===== src/rtl/cond_unit_pkg.sv =====
// Shared condition-unit definitions: ARM condition codes,
// NZCV flag bit positions and flag-write enable bit meanings.
package cond_unit_pkg;

  typedef enum logic [3:0] {
    COND_EQ = 4'h0,
    COND_NE = 4'h1,
    COND_CS = 4'h2,
    COND_CC = 4'h3,
    COND_MI = 4'h4,
    COND_PL = 4'h5,
    COND_VS = 4'h6,
    COND_VC = 4'h7,
    COND_HI = 4'h8,
    COND_LS = 4'h9,
    COND_GE = 4'hA,
    COND_LT = 4'hB,
    COND_GT = 4'hC,
    COND_LE = 4'hD,
    COND_AL = 4'hE,
    COND_NV = 4'hF
  } cond_t;

  localparam int FLAG_N = 3;
  localparam int FLAG_Z = 2;
  localparam int FLAG_C = 1;
  localparam int FLAG_V = 0;

  // flag_w bit 1 loads N,Z; bit 0 loads C,V
  localparam int FLAGW_NZ = 1;
  localparam int FLAGW_CV = 0;

endpackage


===== src/rtl/cond_check.sv =====
// Combinational ARM condition check of cond against NZCV flags.
// Ports: cond[3:0], flags[3:0] (N,Z,C,V) in; cond_ex out.
module cond_check
  import cond_unit_pkg::*;
(
  input  logic [3:0] cond,
  input  logic [3:0] flags,
  output logic       cond_ex
);

  logic n, z, c, v;

  assign n = flags[FLAG_N];
  assign z = flags[FLAG_Z];
  assign c = flags[FLAG_C];
  assign v = flags[FLAG_V];

  always_comb begin
    cond_ex = 1'b0;
    unique case (cond)
      COND_EQ: cond_ex = z;
      COND_NE: cond_ex = ~z;
      COND_CS: cond_ex = c;
      COND_CC: cond_ex = ~c;
      COND_MI: cond_ex = n;
      COND_PL: cond_ex = ~n;
      COND_VS: cond_ex = v;
      COND_VC: cond_ex = ~v;
      COND_HI: cond_ex = c & ~z;
      COND_LS: cond_ex = ~c | z;
      COND_GE: cond_ex = (n == v);
      COND_LT: cond_ex = (n != v);
      COND_GT: cond_ex = ~z & (n == v);
      COND_LE: cond_ex = z | (n != v);
      COND_AL: cond_ex = 1'b1;
      COND_NV: cond_ex = 1'b0;
      default: cond_ex = 1'b0;
    endcase
  end

endmodule


===== src/rtl/cond_unit.sv =====
// Execute-stage condition unit: NZCV register, predication of
// write controls, E->M control registers, condition-fail counter.
// Ports: clk, reset_n, valid/stall/flush_e, cond_e, alu_flags,
// flag_w_e, pcs/reg_w/mem_w_e in; cond_ex_e, pc_src_e,
// reg/mem_write_m, pc_src_m, flags, fail_count out.
module cond_unit
  import cond_unit_pkg::*;
#(
  parameter int CNT_W = 16
) (
  input  logic             clk,
  input  logic             reset_n,
  input  logic             valid_e,
  input  logic             stall_e,
  input  logic             flush_e,
  input  logic [3:0]       cond_e,
  input  logic [3:0]       alu_flags,
  input  logic [1:0]       flag_w_e,
  input  logic             pcs_e,
  input  logic             reg_w_e,
  input  logic             mem_w_e,
  output logic             cond_ex_e,
  output logic             pc_src_e,
  output logic             reg_write_m,
  output logic             mem_write_m,
  output logic             pc_src_m,
  output logic [3:0]       flags,
  output logic [CNT_W-1:0] fail_count
);

  logic go;
  logic live;
  logic reg_w_g;
  logic mem_w_g;
  logic upd;

  cond_check u_check (
    .cond    (cond_e),
    .flags   (flags),
    .cond_ex (cond_ex_e)
  );

  assign live     = valid_e & ~flush_e;
  assign go       = live & cond_ex_e;
  assign pc_src_e = pcs_e & go;
  assign reg_w_g  = reg_w_e & go;
  assign mem_w_g  = mem_w_e & go;
  assign upd      = go & ~stall_e;

  always_ff @(posedge clk or negedge reset_n) begin
    if (!reset_n) begin
      flags <= 4'b0000;
    end else if (upd) begin
      if (flag_w_e[FLAGW_NZ]) begin
        flags[FLAG_N] <= alu_flags[FLAG_N];
        flags[FLAG_Z] <= alu_flags[FLAG_Z];
      end
      if (flag_w_e[FLAGW_CV]) begin
        flags[FLAG_C] <= alu_flags[FLAG_C];
        flags[FLAG_V] <= alu_flags[FLAG_V];
      end
    end
  end

  // flush wins over stall so a squashed slot becomes a bubble
  always_ff @(posedge clk or negedge reset_n) begin
    if (!reset_n) begin
      reg_write_m <= 1'b0;
      mem_write_m <= 1'b0;
      pc_src_m    <= 1'b0;
    end else if (flush_e) begin
      reg_write_m <= 1'b0;
      mem_write_m <= 1'b0;
      pc_src_m    <= 1'b0;
    end else if (!stall_e) begin
      reg_write_m <= reg_w_g;
      mem_write_m <= mem_w_g;
      pc_src_m    <= pc_src_e;
    end
  end

  always_ff @(posedge clk or negedge reset_n) begin
    if (!reset_n) begin
      fail_count <= '0;
    end else if (live && !stall_e && !cond_ex_e
                 && !(&fail_count)) begin
      fail_count <= fail_count + 1'b1;
    end
  end

endmodule


===== config.mk =====
export PLATFORM = sky130hd
export DESIGN_NAME = cond_unit
export DESIGN_NICKNAME = d
export VERILOG_FILES = /design/src/rtl/cond_unit_pkg.sv /design/src/rtl/cond_check.sv /design/src/rtl/cond_unit.sv
export SDC_FILE = /design/constraint.sdc
export NUM_CORES = 1
export LEC_CHECK = 0
export ABC_AREA = 1
export CAP_MARGIN = 20
export CORE_MARGIN = 8
export CORE_UTILIZATION = 35
export CTS_BUF_LIST = sky130_fd_sc_hd__clkbuf_8
export CTS_CLUSTER_DIAMETER = 30
export DETAILED_ROUTE_END_ITERATION = 10
export PLACE_DENSITY = 0.69
export SLEW_MARGIN = 20
export SYNTH_ARGS = -nofsm -noshare
export SYNTH_HDL_FRONTEND = slang
export SYNTH_SLANG_ARGS = --single-unit

===== constraint.sdc =====
create_clock -name clk -period 4.8 [get_ports clk]
set_clock_uncertainty 0.1 [all_clocks]
set_input_delay 0.96 -clock clk [delete_from_list [all_inputs] [get_ports clk]]
set_output_delay 0.96 -clock clk [all_outputs]
set_load 0.005 [all_outputs]

==> results.sh <==
export IMPL_synthArstFlopShare_pct=100
export IMPL_postRouteAntennaNets=0
export IMPL_dieWidth_um=82.0
export IMPL_viasPerCell=4.96
export IMPL_nNetsFinal=282
export IMPL_hp_class="reg -> reg"
export IMPL_p_sw_share_pct=34.2
export IMPL_synth_edff_count=0
export IMPL_die_area_um2=6730
export IMPL_combPwrFrac_pct=34.9
export IMPL_slew_headroom_pct=63.2
export IMPL_critical_path_slowest_cell="clkdlybuf4s50_1"
export IMPL_grt_pass1_vias=1511
export IMPL_cts_inserted_buffers=3
export IMPL_synth_nets=238
export IMPL_seqPwrFrac_pct=44.0
export IMPL_synth_area_um2=1530
export IMPL_syn_to_final_growth_pct=33.9
export IMPL_clkTransAtPathRegs_ns=0.08
export IMPL_post_route_min_period_ns=3.92
export IMPL_ys_seq_area_share_pct=37.7
export IMPL_grt_overflow_total=0
export IMPL_clk_latency_ns=0.26
export IMPL_port_buffer_count=42
export IMPL_fin_ws_ns=0.879
export IMPL_grt_pass1_wl_mm=6.79
export IMPL_grt_max_degree=24
export IMPL_drc=0
export IMPL_total_power_w=0.000577
export IMPL_place_ws_ns=0.878
export IMPL_htreeDepth=1
export IMPL_synth_ff_type="dfrtp_1"
export IMPL_pwr_share_clk_pct=21.1
export IMPL_cp_start_kind="input port"
export IMPL_place_congestion=0.852
export IMPL_crit_required_ns=3.74
export IMPL_crit_fanout=7
export IMPL_stdcell_count=314
export IMPL_max_cap_viol_count=0
export IMPL_worst_pin_slew_ns=0.548
export IMPL_num_rows=24
export IMPL_ys_seq_elements=23
export IMPL_leakagePower_nw=1.01
export IMPL_crit_path_end_kind="output port"
export IMPL_worstSetupPathType="in -> out"
export IMPL_max_freq_mhz=255
export IMPL_antenna_found_initial=0
export IMPL_wirelength_mm=4.03
export IMPL_antenna_cells=0
export IMPL_power_density_nw_per_um2=282
export IMPL_vdd_drop_max_uv=105
export IMPL_maxSlewViolCount=0
export IMPL_post_dp_hpwl_mm=3.01
export IMPL_track_usage_pct=12.5
export IMPL_cts_tree="done"
export IMPL_vias=1556
export IMPL_finalHoldViolCount=0
export IMPL_cts_root_buf="clkbuf_8"
export IMPL_crit_path_max_incr_delay_ns=0.51
export IMPL_ios=43
export IMPL_crit_chain="clkdlybuf4s50_1 -> nor2_1 -> nand2_1 -> inv_1 -> nand2_1 -> nand2_1 -> nand2_1 -> nand3_1 -> nand2_1 -> nand2_2 -> nand4_1 -> inv_1 -> clkdlybuf4s50_1"
export IMPL_first_pass_iters=5
export IMPL_drt_iter0_drc=66
export IMPL_clockBufferDepth=2
export IMPL_synth_cell_type_count=21
export IMPL_synth_warning_count=0
export IMPL_syn_area_per_cell_um2=6.96
export IMPL_fin_setup_tns_ns=0
export IMPL_worstPathArrival_ns=2.86
export IMPL_cts_resized_gates=0
export IMPL_cts_sinks=23
export IMPL_rsz0062_at_grt="false"
export IMPL_setup_violations=0
export IMPL_crit_path_frequent_cell="nand2_1"
export IMPL_p_sw_w=0.000197
export IMPL_status="finished clean"
export IMPL_postCtsHoldBufs=0
export IMPL_p_int_w=0.000380
export IMPL_dp_cells=310
export IMPL_fin_crit_sh_pct=81.7
export IMPL_initial_core_util_pct=35.8
export IMPL_synth_cells=219
export IMPL_wl_per_cell_um=12.8
export IMPL_die_y_um=82.0
export IMPL_cts_setup_buffers=0
export IMPL_coreArea_um2=4260
export IMPL_final_layout_size_suffix_gt1_share_pct=4.58
-- cell usage in the layout (no fill, tap or decap), drive strengths merged --
cell type and count:
xor2 6, nand3 11, nor2 14, clkinv 1, nand4 26, dfrtp 23
ha 1, clkdlybuf4s50 41, inv 24, nand2 89, xnor2 8, a21oi 3
buf 3, clkbuf 3, nor3 4, nor4 1, o21ai 4
-- sequential cells by signal, summed over array words and instances (netlist names) --
register and flops:
fail_count 16, flags 4, mem_write_m 1, pc_src_m 1, reg_write_m 1
-- critical path: cells and delay by family --
family | cells | cell delay, ns
buffers and inverters | 4 | 1.15
AND/OR/NAND/NOR | 9 | 0.75
-- cell type report --
class                   count  area [um^2]
fillers                   459         2220
multi-input cells         167          835
flip-flops and latches     23          576
repair buffers             44          430
inverters                  24         90.1
well taps                  52         65.1
clock buffers               3         41.3
clock inverters             1         5.00
-- worst paths after layout --
kind	startpoint	end	slack, ns	cells past startpoint
max in group asynchronous	reset_n	fail_count[2]	3.69	1
worst max register to register	fail_count[0]	fail_count[12]	2.54	7
worst min register to register	reg_write_m	reg_write_m	0.40	2
worst min-delay path	reg_write_m	reg_write_m	0.40	2
worst max-delay path	cond_e[1]	pc_src_e	0.88	13
min in group asynchronous	reset_n	fail_count[10]	0.56	1
-- logic make-up (layout without fill, tap and decap cells) --
| kind of cell | Yosys count | after routing | share of synthesized area, % |
|---|---|---|---|
| buf+inv | 29 | 72 | 7.88 |
| xor+xnor | 14 | 14 | 8.04 |
| flops | 23 | 23 | 37.7 |
| simple gates | 145 | 145 | 43.2 |
| compound gates | 7 | 7 | 2.30 |
| fa+ha+maj | 1 | 1 | 0.820 |
-- Yosys cell counts, types with 2 or more instances --
cell / count / share of area [%]
o21ai_0: 2 / 0.66
nor2_1: 14 / 3.4
a21oi_1: 3 / 0.98
nand4_1: 25 / 10
o21ai_1: 2 / 0.66
clkbuf_1: 3 / 0.74
nand2_1: 87 / 21
xor2_1: 6 / 3.4
nand3_1: 10 / 3.3
dfrtp_1: 23 / 38
xnor2_1: 8 / 4.6
inv_1: 24 / 5.9
nor3_1: 4 / 1.3
-- metrics by stage --
stage | hold WS (ns) | util (%) | cell area [um^2]
2_1_floorplan | 0.373 | - | 1530
3_3_place_gp | 0.367 | 46.9 | 2000
3_5_place_dp | 0.374 | 46.9 | 2000
4_1_cts | 0.398 | 48.0 | 2050
5_1_grt | 0.434 | 47.9 | 2040
6_report | 0.396 | 47.9 | 2040
-- power groups by stage --
stage               registers, W  logic (W)  clock network [W]
finish                  0.000254   0.000201           0.000122
CTS                     0.000254   0.000205           0.000127
global placement        0.000258   0.000203                  0
detailed placement      0.000257   0.000205                  0
global route            0.000260   0.000227           0.000132
floorplan               0.000253   0.000104                  0
-- routing by layer --
| layer | part of all wire, % | GRT usage [%] | up-vias |
|---|---|---|---|
| li1 | - | - | 799 |
| met1 | 45 | 16.2 | 711 |
| met2 | 46 | 20.1 | 44 |
| met3 | 7.8 | 3.06 | 2 |
| met4 | 0.55 | 3.86 | 0 |
| met5 | 0 | 0 | - |
Note: power is estimated with default switching activity, not from simulation.
